[config.mk]
export PLATFORM = sky130hd
export DESIGN_NAME = calc_alu_sequencer
export DESIGN_NICKNAME = d
export VERILOG_FILES = /design/src/rtl/calc_pkg.sv /design/src/rtl/calc_cmd_fifo.sv /design/src/rtl/calc_alu_sequencer.sv
export SDC_FILE = /design/constraint.sdc
export NUM_CORES = 1
export LEC_CHECK = 0
export CAP_MARGIN = 20
export CORE_MARGIN = 4
export CORE_UTILIZATION = 62
export CTS_CLUSTER_DIAMETER = 50
export DETAILED_ROUTE_END_ITERATION = 8
export DONT_BUFFER_PORTS = 1
export GPL_TIMING_DRIVEN = 0
export PLACE_DENSITY = 0.78
export RECOVER_POWER = 100
export SYNTH_ARGS = -nofsm -noshare
export SYNTH_HDL_FRONTEND = slang
export SYNTH_SLANG_ARGS = --single-unit
[constraint.sdc]
create_clock -name CLOCK_50 -period 2.2 [get_ports CLOCK_50]
set_clock_uncertainty 0.15 [all_clocks]
set_input_delay 0.11 -clock CLOCK_50 [delete_from_list [all_inputs] [get_ports CLOCK_50]]
set_output_delay 0.11 -clock CLOCK_50 [all_outputs]
set_load 0.05 [all_outputs]
[src/rtl/calc_pkg.sv]
// Shared types and constants for the calculator ALU sequencer.
// Optional saturation build: define CALC_SAT_EN.
package calc_pkg;

   localparam int DATA_W = 4;

   localparam logic [2:0] OP_ADD_AB = 3'b000;
   localparam logic [2:0] OP_ADD_BA = 3'b100;
   localparam logic [2:0] OP_SUB_AB = 3'b001;
   localparam logic [2:0] OP_SUB_BA = 3'b101;
   localparam logic [2:0] OP_ABS_B  = 3'b010;
   localparam logic [2:0] OP_ABS_A  = 3'b110;

   typedef enum logic [1:0] {
      IDLE  = 2'd0,
      EXEC  = 2'd1,
      HOLD  = 2'd2,
      ERROR = 2'd3
   } state_t;

   typedef struct packed {
      logic [2:0]        op;
      logic [DATA_W-1:0] a;
      logic [DATA_W-1:0] b;
      logic              use_acc;
   } cmd_t;

   // Sign of the true result of an overflowing op: abs is always
   // positive, add overflow keeps the operand sign, sub the minuend sign.
   function automatic logic sat_neg(input logic [2:0] op,
                                    input logic a_msb,
                                    input logic b_msb);
      logic neg;
      neg = 1'b0;
      if (op[1])
         neg = 1'b0;
      else if (op[2])
         neg = b_msb;
      else
         neg = a_msb;
      return neg;
   endfunction

endpackage

[src/rtl/calc_cmd_fifo.sv]
// Command queue: power-of-two depth, in-order, synchronous flush.
// Pointers carry an extra wrap bit to tell full from empty.
module calc_cmd_fifo #(
   parameter int DEPTH = 4,
   parameter int WIDTH = 12
) (
   input  logic             clk,
   input  logic             rst_n,
   input  logic             flush,
   input  logic             push,
   input  logic             pop,
   input  logic [WIDTH-1:0] din,
   output logic [WIDTH-1:0] dout,
   output logic             full,
   output logic             empty
);

   localparam int AW = $clog2(DEPTH);
   localparam logic [AW:0] ONE = {{AW{1'b0}}, 1'b1};

   logic [WIDTH-1:0] mem [DEPTH];
   logic [AW:0]      wptr;
   logic [AW:0]      rptr;

   assign empty = (wptr == rptr);
   assign full  = (wptr[AW] != rptr[AW]) &&
                  (wptr[AW-1:0] == rptr[AW-1:0]);
   assign dout  = mem[rptr[AW-1:0]];

   // Pointer update; flush empties the queue in one cycle.
   always_ff @(posedge clk or negedge rst_n) begin
      if (!rst_n) begin
         wptr <= '0;
         rptr <= '0;
      end else if (flush) begin
         wptr <= '0;
         rptr <= '0;
      end else begin
         if (push && !full)
            wptr <= wptr + ONE;
         if (pop && !empty)
            rptr <= rptr + ONE;
      end
   end

   // Storage write; contents need no reset since pointers gate reads.
   always_ff @(posedge clk) begin
      if (push && !full && !flush)
         mem[wptr[AW-1:0]] <= din;
   end

endmodule

[src/rtl/calc_alu_sequencer.sv]
// Queues calculator commands and issues them one at a time to the ALU.
// CALC_SAT_EN: saturate overflowing results instead of entering ERROR.
module calc_alu_sequencer #(
   parameter int DATA_W     = calc_pkg::DATA_W,
   parameter int FIFO_DEPTH = 4
) (
   input  logic              CLOCK_50,
   input  logic              RST_N,
   input  logic              clr,
   input  logic              cmd_valid,
   output logic              cmd_ready,
   input  logic [2:0]        cmd_op,
   input  logic [DATA_W-1:0] cmd_a,
   input  logic [DATA_W-1:0] cmd_b,
   input  logic              cmd_use_acc,
   output logic [2:0]        alu_op,
   output logic [DATA_W-1:0] alu_a,
   output logic [DATA_W-1:0] alu_b,
   input  logic [DATA_W-1:0] alu_r,
   input  logic              alu_ovf,
   output logic              res_valid,
   input  logic              res_ready,
   output logic [DATA_W-1:0] res_data,
   output logic              res_ovf,
   output logic [DATA_W-1:0] acc,
   output logic              err,
   output logic              busy
);

   import calc_pkg::*;

   localparam int CMD_W = 3 + 2 * DATA_W + 1;

   state_t            state;
   logic              fifo_full;
   logic              fifo_empty;
   logic              push;
   logic              pop;
   logic [CMD_W-1:0]  head;
   logic [2:0]        head_op;
   logic [DATA_W-1:0] head_a;
   logic [DATA_W-1:0] head_b;
   logic              head_use_acc;
   logic [DATA_W-1:0] result;

   assign cmd_ready = RST_N & ~fifo_full;
   assign push      = cmd_valid & cmd_ready & ~clr;
   assign pop       = (state == IDLE) & ~fifo_empty & ~err & ~clr;
   assign busy      = (state != IDLE) | ~fifo_empty;

   assign {head_op, head_a, head_b, head_use_acc} = head;

   calc_cmd_fifo #(
      .DEPTH (FIFO_DEPTH),
      .WIDTH (CMD_W)
   ) u_fifo (
      .clk   (CLOCK_50),
      .rst_n (RST_N),
      .flush (clr),
      .push  (push),
      .pop   (pop),
      .din   ({cmd_op, cmd_a, cmd_b, cmd_use_acc}),
      .dout  (head),
      .full  (fifo_full),
      .empty (fifo_empty)
   );

`ifdef CALC_SAT_EN
   logic neg;
   assign neg = sat_neg(alu_op, alu_a[DATA_W-1], alu_b[DATA_W-1]);
   assign result = !alu_ovf ? alu_r :
                   neg      ? {1'b1, {(DATA_W-1){1'b0}}} :
                              {1'b0, {(DATA_W-1){1'b1}}};
`else
   assign result = alu_r;
`endif

   // Issue / capture / handshake sequencer with registered outputs.
   always_ff @(posedge CLOCK_50 or negedge RST_N) begin
      if (!RST_N) begin
         state     <= IDLE;
         alu_op    <= '0;
         alu_a     <= '0;
         alu_b     <= '0;
         res_valid <= 1'b0;
         res_data  <= '0;
         res_ovf   <= 1'b0;
         acc       <= '0;
         err       <= 1'b0;
      end else if (clr) begin
         state     <= IDLE;
         res_valid <= 1'b0;
         acc       <= '0;
         err       <= 1'b0;
      end else begin
         unique case (state)
            IDLE: begin
               if (pop) begin
                  alu_op <= head_op;
                  alu_a  <= head_use_acc ? acc : head_a;
                  alu_b  <= head_b;
                  state  <= EXEC;
               end
            end
            EXEC: begin
               res_data  <= result;
               res_ovf   <= alu_ovf;
               res_valid <= 1'b1;
               state     <= HOLD;
            end
            HOLD: begin
               if (res_ready) begin
                  res_valid <= 1'b0;
`ifdef CALC_SAT_EN
                  acc   <= res_data;
                  state <= IDLE;
`else
                  if (res_ovf) begin
                     err   <= 1'b1;
                     state <= ERROR;
                  end else begin
                     acc   <= res_data;
                     state <= IDLE;
                  end
`endif
               end
            end
            ERROR: begin
               err <= 1'b1;
            end
            default: begin
               state <= IDLE;
            end
         endcase
      end
   end

endmodule
==> run metrics <==
Crit Path Category reg2reg; DR WL/cell 20.9 um; post-synth top area share 43.3%; Antenna Nets Post-Route 0; Setup WS pre-CTS -187 ps; post-place instance area 3430 um2; clock period minus worst slack roughly 2200 ps; largest family of logic cells by synthesized area multiplexers; Post-Layout Inst Area 3990 um2; Iteration-0 DRC Markers 140; Worst Setup End Kind flop; WHS Endpoint state[1]; Fmax 461 MHz; max cap viols 0; H-tree Lvls 3; Non-Filler Instances 313; CP delay by family, top simple AND/OR/NAND/NOR gates; Final Hold Viols 0; post-synthesis mux area share 15.4%; hold_ws 25.1 ps; Worst EP required around 2300 ps; outcome finished, final reports clean; HP Start res_ready; # DRC 0; Worst Hold Depth 3; most instantiated library cell after synthesis edfxtp_1; Post-Syn Instances 198; die area 6610 um2; Ant. Diodes 0; Reg area 2190 um2; leakage about 1.5 nW; worst flop-to-flop path endpoint state[1]; Critical Path Max Stage Delay between 600 and 700 ps; Total GRT Usage between 20 and 25%; sequential element share of the synthesized area approximately two thirds; Root Buffer clkbuf_8; critical path's slowest cell nand4_1; routability cong. 0.793; share of cells above drive strength 1 approximately 28%; Clk Latency, worst-skew pair 340 ps; prevailing post-synth register cell edfxtp_1; final setup margin roughly 33 ps; EDFF count, synth 48; final net count 269; die width 81.3 um; P&R area growth vs syn 19.6%; crit path cell chain xnor2_4 -> nand4_1 -> a31o_2 -> a21oi_1; Clock transition at path regs 80 ps; IO buf count 0; Site Rows 26; Tot Pwr 4.83 mW; vias in the first global route 2020; max-slew violation count 0; reg-to-reg slack, setup between 30 and 40 ps; synth top area cells edfxtp_1 (43%), dfrtp_1 (23%), mux4_2 (8.1%); Worst Max-Slew Pin Slew 734 ps; pwr dens roughly 1200 nW/um2; area leader, netlist edfxtp_1; Synthesis Warnings 0; RSZ-0062 raised after global routing yes; final setup fails 0; total CTS buffers 9; Initial DRT Pass Iterations 4; Total Neg Setup Slack 0 ps; Max IR drop VDD 0.684 mV; # clock sinks 78; DP Wirelength 4190 um; register bit total from synthesis 78; Initial Util 64.4%; Fill cells between 200 and 300; synth unique cells 39; Post-Synth XOR/XNOR Area 2.52%; largest net degree at the start of global routing 32; Worst Hold Class in2reg; clock buffer depth 2; core area just over 5000 um2; I/O pin count between 40 and 50; total placed cells including tap cells 268; Synth Area in Adders 3.38%; Async S/R FF share, synth 38.5%; synthesized area around 3300 um2; initial antenna violation count 0; DR vias/cell 5.97; Worst R2R Path Depth 4; syn_area_per_cell 16.8 um2; simple-gate share of the synthesized area 4.21%; DR vias 1868; Worst Path Buf+Inv 0; Synth Net Count 229; CTS tree yes; DIE HEIGHT 81.3 um; Arr. time, crit path 2290 ps; fin util 77.1%; Post-Route WL 6550 um; Rel. slew slack 51.1%; global route total overflow 0; Crit Path Max Fanout 6; CP Launch Type flop; area of the multi-input gates 1160 um2; Synth Area in Compound Gates 6.50%; Tcrit/Tclk final 98.5%; Commonest cells post-synth edfxtp_1 (48), dfrtp_1 (30), nor2_1 (14), mux4_2 (12); Worst R2R Start u_fifo.wptr[2]; first-pass GRT wire length 10400 um
-- state kept, by name, indices dropped and copies added, names as in the netlist --
signal,count
acc,4
alu_a,4
alu_b,4
alu_op,3
err,1
res_data,4
res_ovf,1
res_valid,1
state,2
u_fifo.mem,48
u_fifo.rptr,3
u_fifo.wptr,3
-- timing repair --
action	in CTS	in global routing
hold endpoints to repair	90	0
hold buffers	22	0
resized for setup	14	1
setup buffers	3	0
gates cloned	4	0
setup endpoints to repair	51	49
pin swaps	10	3
-- cell usage in the layout, fill, tap and decap left out, types with 3 or more instances in the layout --
master	n
a21oi_1	10
dlygate4sd3_1	21
inv_1	8
mux2i_1	10
and2_4	8
ha_1	9
nor2_1	14
edfxtp_1	48
mux4_2	12
xnor2_4	3
clkbuf_8	9
buf_4	5
mux2_2	10
dfrtp_1	30
clkbuf_1	5
-- tightest hold or removal path, delay by kind of cell --
| kind | cells | cell delay [ps] |
|---|---|---|
| AO/OA/AOI/OAI | 2 | 190 |
| AND/OR/NAND/NOR | 1 | 180 |
-- worst max path at each step --
stage                         startpoint                to  cells past startpoint
after floorplan           u_fifo.rptr[1]          state[1]                      5
after global placement    u_fifo.rptr[2]  u_fifo.mem[1][3]                      4
after detailed placement  u_fifo.rptr[2]  u_fifo.mem[1][3]                      4
after CTS                 u_fifo.wptr[2]          state[1]                      4
after global routing      u_fifo.wptr[2]          state[1]                      4
final                     u_fifo.wptr[2]          state[1]                      4
-- power by group --
| group | internal [mW] | leakage (nW) | switching [mW] |
|---|---|---|---|
| Clock | 0.639 | 0.110 | 0.506 |
| Combinational | 0.603 | 0.592 | 0.594 |
| Sequential | 1.74 | 0.814 | 0.741 |
-- final cells by class --
class | instances | share of cell area (%)
Sequential cell | 78 | 55.0
Multi-Input combinational cell | 108 | 29.2
Timing Repair Buffer | 25 | 6.34
Clock buffer | 10 | 3.20
Clock inverter | 6 | 2.20
Tap cell | 70 | 2.20
Buffer | 8 | 1.16
Inverter | 8 | 0.753
-- cells by family (layout without fill, tap and decap cells) --
family | Yosys count | after routing
and+or+nand+nor | 28 | 32
muxes | 34 | 34
DFF | 78 | 78
adders and majority gates | 9 | 9
AOI/OAI and AO/OA | 26 | 26
buffers and inverters | 16 | 57
xor gates and xnor gates | 7 | 7
-- routing by layer --
metal,vias to the layer above,global-route usage [%],share of wire (%)
li1,843,-,-
met1,945,27.5,41
met2,62,37.0,51
met3,18,5.43,6.3
met4,0,10.8,2.6
met5,-,0,0
Note: power is estimated with default switching activity, not from simulation.
